[config.mk]
export PLATFORM = sky130hd
export DESIGN_NAME = irq_controller
export DESIGN_NICKNAME = d
export VERILOG_FILES = /design/src/rtl/irq_ctrl_pkg.sv /design/src/rtl/irq_prio_enc.sv /design/src/rtl/irq_controller.sv
export SDC_FILE = /design/constraint.sdc
export NUM_CORES = 1
export LEC_CHECK = 0
export BUFFER_PORTS_ARGS = -buffer_cell sky130_fd_sc_hd__clkbuf_2
export CORE_AREA = 2 2 57 59
export DETAILED_ROUTE_END_ITERATION = 7
export DIE_AREA = 0 0 59 61
export GPL_TIMING_DRIVEN = 1
export PLACE_DENSITY = 0.85
export SLEW_MARGIN = 20
export SYNTH_ARGS = -nofsm -noshare
export SYNTH_HDL_FRONTEND = slang
export SYNTH_HIERARCHICAL = 1
export SYNTH_SLANG_ARGS = --single-unit
[constraint.sdc]
create_clock -name clk -period 4.09 [get_ports clk]
set_input_delay 1.227 -clock clk [delete_from_list [all_inputs] [get_ports clk]]
set_output_delay 1.227 -clock clk [all_outputs]
set_load 0.05 [all_outputs]
[src/rtl/irq_ctrl_pkg.sv]
// Shared constants for the vectored interrupt controller: register offsets,
// FSM encoding and the source-ID width.
package irq_ctrl_pkg;

    localparam int ID_W = 3;

    localparam logic [1:0] OFF_PENDING = 2'd0;
    localparam logic [1:0] OFF_MASK    = 2'd1;
    localparam logic [1:0] OFF_CAUSE   = 2'd2;
    localparam logic [1:0] OFF_EOI     = 2'd3;

    typedef enum logic [1:0] {
        IDLE    = 2'd0,
        REQ     = 2'd1,
        SERVICE = 2'd2
    } irq_state_t;

endpackage

[src/rtl/irq_prio_enc.sv]
// Lowest-index-first priority encoder: source 0 wins over every other source.
module irq_prio_enc
    import irq_ctrl_pkg::*;
#(
    parameter int N_SRC = 3
) (
    input  logic [N_SRC-1:0] req,
    output logic             valid,
    output logic [ID_W-1:0]  id
);

    always_comb begin
        valid = |req;
        id    = '0;
        // Walk downwards so the lowest set index is the last one written.
        for (int i = N_SRC - 1; i >= 0; i--) begin
            if (req[i]) id = ID_W'(i);
        end
    end

endmodule

[src/rtl/irq_controller.sv]
// Vectored interrupt controller: rising-edge latching, software mask, single
// request to the pipeline and EOI handshake over the MEM-stage bus.
module irq_controller
    import irq_ctrl_pkg::*;
#(
    parameter int          N_SRC     = 3,
    parameter logic [31:0] BASE_ADDR = 32'h4000_0030
) (
    input  logic             clk,
    input  logic             reset,
    input  logic [N_SRC-1:0] src_irq,
    input  logic             mem_rd,
    input  logic             mem_wr,
    input  logic [31:0]      addr,
    input  logic [31:0]      wdata,
    output logic [31:0]      rdata,
    input  logic             kernel_mode,
    input  logic             irq_taken,
    output logic             irq_out
);

    irq_state_t       r_state, w_state_nxt;
    logic [N_SRC-1:0] r_src_d, r_pending, r_mask;
    logic [ID_W-1:0]  r_cause_id;
    logic             r_in_service;

    logic             w_sel, w_eoi, w_eoi_ok, w_mask_wr, w_take, w_valid;
    logic [1:0]       w_off;
    logic [ID_W-1:0]  w_eoi_id, w_win_id;
    logic [N_SRC-1:0] w_rise, w_clr;
    logic             w_unused;

    assign w_sel     = (addr[31:4] == BASE_ADDR[31:4]);
    assign w_off     = addr[3:2];
    assign w_rise    = src_irq & ~r_src_d;
    assign w_mask_wr = mem_wr && w_sel && (w_off == OFF_MASK);
    assign w_eoi     = mem_wr && w_sel && (w_off == OFF_EOI);
    assign w_eoi_id  = wdata[ID_W-1:0];
    // IDs beyond the implemented sources are dropped entirely, FSM included.
    assign w_eoi_ok  = w_eoi && ({29'b0, w_eoi_id} < 32'(N_SRC));
    assign w_take    = (r_state == REQ) && irq_taken;
    assign w_unused  = ^{addr[1:0], wdata[31:ID_W]};

    always_comb begin
        w_clr = '0;
        for (int i = 0; i < N_SRC; i++) begin
            w_clr[i] = w_eoi_ok && (w_eoi_id == ID_W'(i));
        end
    end

    irq_prio_enc #(.N_SRC(N_SRC)) u_prio (
        .req   (r_pending & r_mask),
        .valid (w_valid),
        .id    (w_win_id)
    );

    always_ff @(posedge clk or negedge reset) begin
        if (!reset) begin
            r_src_d      <= '0;
            r_pending    <= '0;
            r_mask       <= '0;
            r_cause_id   <= '0;
            r_in_service <= 1'b0;
        end else begin
            r_src_d <= src_irq;
            // A new edge outranks a same-cycle EOI clear of that bit.
            r_pending <= (r_pending & ~w_clr) | w_rise;
            if (w_mask_wr) r_mask <= wdata[N_SRC-1:0];
            if (w_take) begin
                r_cause_id   <= w_win_id;
                r_in_service <= 1'b1;
            end else if ((r_state == SERVICE) && w_eoi_ok) begin
                r_in_service <= 1'b0;
            end
        end
    end

    always_ff @(posedge clk or negedge reset) begin
        if (!reset) r_state <= IDLE;
        else        r_state <= w_state_nxt;
    end

    always_comb begin
        w_state_nxt = r_state;
        case (r_state)
            IDLE:    if (w_valid) w_state_nxt = REQ;
            // A take in the same cycle the request collapses still enters
            // service, since the pipeline has already vectored.
            REQ:     if (irq_taken) w_state_nxt = SERVICE;
                     else if (!w_valid) w_state_nxt = IDLE;
            SERVICE: if (w_eoi_ok) w_state_nxt = IDLE;
            default: w_state_nxt = IDLE;
        endcase
    end

    assign irq_out = (r_state == REQ) && !kernel_mode;

    always_comb begin
        rdata = 32'h0;
        if (mem_rd && w_sel) begin
            case (w_off)
                OFF_PENDING: rdata = 32'(r_pending);
                OFF_MASK:    rdata = 32'(r_mask);
                OFF_CAUSE:   rdata = {r_in_service, 28'b0, r_cause_id};
                default:     rdata = 32'h0;
            endcase
        end
    end

endmodule

After elaboration in Yosys (flattened, before gate mapping) --
Cells that the tools add are included.
Storage, ports and cells: input bits 73, register bits after elaboration 15, logic and storage cells 54, output and inout port bits 33
Cells by class: bitwise gates (word level) 6, reduce and logical (&&, ||, !) cells 18, $lt $le $gt $ge 1, equal/unequal tests 11, mux-type cells 12
Operators by type and width (count):
- one-hot mux 32 bit (3 select lines) | 1
- two-way mux 32 bit | 1
- == test 28 x 27 -> 1 bit, second input constant | 1
- two-way mux 2 bit | 7
- logical AND 1 bit | 11
- bitwise AND 3 bit | 3
- == test 2 bit, second input constant | 3
- inverter 3 bit | 2
- one-hot mux 2 bit (3 select lines) | 1
- == test 2 x 1 -> 1 bit, second input constant | 2
- logical NOT 2 bit | 2
- != test 2 bit, second input constant | 2
- == test 3 x 1 -> 1 bit, second input constant | 1
- == test 3 x 2 -> 1 bit, second input constant | 1
- logical NOT 3 bit | 1
- less-than comparator 3 x 2 -> 1 bit, second input constant | 1
- != test 3 bit, second input constant | 1
- OR 3 bit | 1
- AND reduction 3 bit | 1
- OR reduction 3 bit | 1
- two-way mux 1 bit | 2
- nonzero test 2 bit | 1
- logical NOT 1 bit | 1

Longest topological paths before layout --
depth after elaboration 8, gate-level depth with buffers 5, gate-level depth less buffers 4

Modules after synthesis --
The synthesis kept the hierarchy.
By module, submodules not included:
- irq_controller | sequential area each 375.4 um2, instances 1, cells each 111, area each 1081.0 um2
- irq_prio_enc | sequential area each 0.0 um2, instances 1, cells each 5, area each 31.3 um2

Worst setup path after synthesis --
Ideal clock, no wire load.
path kind input to output, start point input addr[18], end point output rdata[31], buffers on the path 0, slack 323 ps, arrival 2540 ps, data required time 2863 ps, cell stages on the path 3, cells stage by stage or4_4 nor3_1 and4_1
On the way: word-level cells in the longest chain between the ends 3
RTL lines:
- start, declared | RTL line irq_controller.sv:14 | input logic [31:0] addr,
- == test 28 x 27 -> 1 bit | RTL line irq_controller.sv:33 | assign w_sel = (addr[31:4] == BASE_ADDR[31:4]);
- logical AND 1 bit | RTL line irq_controller.sv:100 | if (mem_rd && w_sel) begin
- two-way mux 32 bit | RTL line irq_controller.sv:100
- end, declared | RTL line irq_controller.sv:16 | output logic [31:0] rdata,
No other way between the ends.

Final worst setup path --
Ends and elaborated chain as after synthesis.

==> reports/results.txt <==
Clock H-tree levels: 1
worst reg2reg path depth: 4
upper clock frequency limit: 0.257 GHz
number of sinks handled by clock tree synthesis: 15
result of the run: finished, final reports clean
reg-to-reg startpoint: r_mask[1]
met1 track demand over resource in global routing: 0.135
clock buffer count from CTS: 3
Post-Synth Simple-Gate Area: 0.310
number of cells on the worst hold path: 1
row count: 20
mean area per synthesized cell: 9.59 um2
Chip Height: 61 um
endpoint required time on the critical path: 2.86 ns
highest-count cells in the layout ignoring fill and taps: sky130_fd_sc_hd__clkbuf_2 (46), sky130_fd_sc_hd__conb_1 (29), sky130_fd_sc_hd__dfrtp_1 (15)
clock latency reported for the late side of the worst-skew pair: 0.28 ns
post-synthesis share of cell area spent on xor and xnor gates: 0
post-synth design cell area: 0.00111 mm2
unique cell type count in the Yosys netlist: 33
Pleak: 0.727 nW
worst-case vdd ir drop: 127 uV
worst path cell trace: clkbuf_2, or4_4, nor3_1, and4_1, clkbuf_2
die span in x: 59 um
area delta synth->final: 17.3%
setup TNS after final layout: 0 ns
fraction of met2 tracks used by global routing: 0.203
share of post-route cells with drive strength above 1: 0.376
part of the cycle the worst path needs: 0.952
source of the worst hold timing path: r_src_d[1]
Global Route met3 Usage: 0.0448
highest-utilization routing layer at the global route stage: met2
core region area: 0.00295 mm2
number of vias per cell: 4.51
critical path's most frequent cell: sky130_fd_sc_hd__clkbuf_2
number of resized instances in the post-cts repair step: 0
Post-Layout Inst Area: 0.00131 mm2
number of enable flip-flop cells after synthesis: 0
start-to-end type of the worst setup path: in -> out
most common cell after layout, fill and taps aside: sky130_fd_sc_hd__clkbuf_2
fraction of the mapped netlist area in compound gates: 0.0652
fraction of registers with async set/reset: 1.00
number of global-route vias before repair: 747
first element of the critical path: addr[18]
wire per inst: 10.4 um
cell count after synthesis: 116
count of endpoints failing setup in the final report: 0
total wirelength of the detailed-routed design: 2070 um
die outline area: 0.00360 mm2
flip-flop cell with the highest count after synthesis: sky130_fd_sc_hd__dfrtp_1
HPWL Detailed: 1780 um
Total Power: 0.000326 W
first-pass GRT wire length: 3110 um
post-layout minimum cycle time: 3.90 ns
post-layout net count: 239
CTS Root Buffer Type: sky130_fd_sc_hd__clkbuf_4
leading post-synthesis cells by cell area: sky130_fd_sc_hd__dfrtp_1 (34%), sky130_fd_sc_hd__buf_4 (20%), sky130_fd_sc_hd__nand2_1 (4.4%)
Iteration-0 DRC Markers: 11
combinational family with the most area after synthesis: simple AND/OR/NAND/NOR gates
sequential fraction of the synthesis area: 0.337
cell type with the highest aggregate area in the netlist: sky130_fd_sc_hd__dfrtp_1
aggregate global routing overflow: 0
count of synthesis-stage warnings from yosys: 6
Initial Util: 0.377
total track usage: 0.117
post-CTS setup-driven buffer insertion count: 0
Post-Route Skew: 0.00585 ns
number of antenna violations at the first check in global routing: 0
first-pass iteration count of the detailed router: 4
clock tree from TritonCTS: built
post-layout util: 0.442
share of Yosys cell area claimed by the top area cell type: 0.337
slowest cell on the critical path: sky130_fd_sc_hd__or4_4
Routability Congestion: 0.774
number of buffers inserted by hold repair at cts: 0
sort of element at the start of the critical path: input pin
Critical Path Sink Type: primary output
vias after detailed routing: 893
maximum clock insertion buffer count: 2
drc violations: 0
number of synthesized register bits: 15
maximum number of pins on one net before global-route repair: 16
max-slew violations: 0
final antenna-violating net count: 0
delay contributed by the slowest stage of the critical path: 0.57 ns
I/O pin count: 106
max_cap viols: 0
power density over the cells: 249 mW/mm2
mux cell area share after synthesis: 0.0675
Final Hold Viols: 0
RSZ-0062 raised after global routing: no
I/O Buffers: 46
number of fill cells: 308
adder and majority cell fraction of the synthesized area: 0
worst hold-check path type: reg -> reg
data arrival time of the critical path: 2.67 ns
number of diodes: 0
largest fanout of any net on the critical path: 4
placed cell areas: 0.00128 mm2
Clk pin slew, worst setup/hold paths: 0.08 ns
## Yosys cell counts (3+ instances only)
cell type                 instances
sky130_fd_sc_hd__a21oi_1          4
sky130_fd_sc_hd__and2_1           3
sky130_fd_sc_hd__and3_1           3
sky130_fd_sc_hd__buf_4           29
sky130_fd_sc_hd__dfrtp_1         15
sky130_fd_sc_hd__inv_1            4
sky130_fd_sc_hd__mux2_4           3
sky130_fd_sc_hd__mux2i_1          3
sky130_fd_sc_hd__nand2_1         13
sky130_fd_sc_hd__nor2b_1          4
sky130_fd_sc_hd__nor3b_1          3
sky130_fd_sc_hd__o21ai_0          4
## report_power, final
group          internal, W  total (W)  switching (W)
registers         0.000150   0.000150    0.000000410
logic            0.0000200  0.0000928      0.0000728
clock network    0.0000378  0.0000827      0.0000449
total             0.000207   0.000326       0.000118
## through the flow
| step | std cells | setup WS [ns] | hold slack, ns |
|---|---|---|---|
| detailed placement | 194 | 0.174 | 0.467 |
| global route | 198 | 0.0930 | 0.513 |
| floorplan | 143 | 0.323 | 0.446 |
| finish | 198 | 0.194 | 0.472 |
| global placement | 194 | 0.169 | 0.456 |
| CTS | 198 | 0.173 | 0.478 |
## worst max-delay path, delay by kind of cell
kind                   cells  cell delay [ns]
buffers and inverters      2             0.35
and+or+nand+nor            3             1.09
## flip-flops by register name (all words and copies together), names as in the netlist
name and cells:
r_src_d 3, r_cause_id 3, r_state 2, r_mask 3
r_pending 3, r_in_service 1
## path summary, 6_finish.rpt
check,to,slack (ns)
setup / recovery,rdata[31],0.19
hold / removal,r_pending[1],0.47
setup reg to reg,r_state[0],2.90
hold reg to reg,r_pending[1],0.47
max in group asynchronous,r_pending[2],2.98
min in group asynchronous,r_in_service,0.84
## logic make-up after synthesis
group                  after synthesis
buffers and inverters               34
other                                2
AO/OA/AOI/OAI                       12
AND/OR/NAND/NOR                     47
flip-flops                          15
multiplexers                         6
## area by class of cell
type | instances | area (um2) | area share
multi-input combinational | 94 | 602 | 0.461
sequential | 15 | 375 | 0.288
timing repair buffer | 48 | 245 | 0.188
tap | 33 | 41.3 | 0.0316
clock buffer | 4 | 26.3 | 0.0201
inverter | 4 | 15.0 | 0.0115
## per-layer routing
layer,part of all wire,vias up,wire [um]
met5,0,-,0
met4,0,0,0
met3,0.091,0,189
met2,0.53,47,1100
met1,0.38,403,782
li1,-,443,-
(Power assumes the default switching activity.)
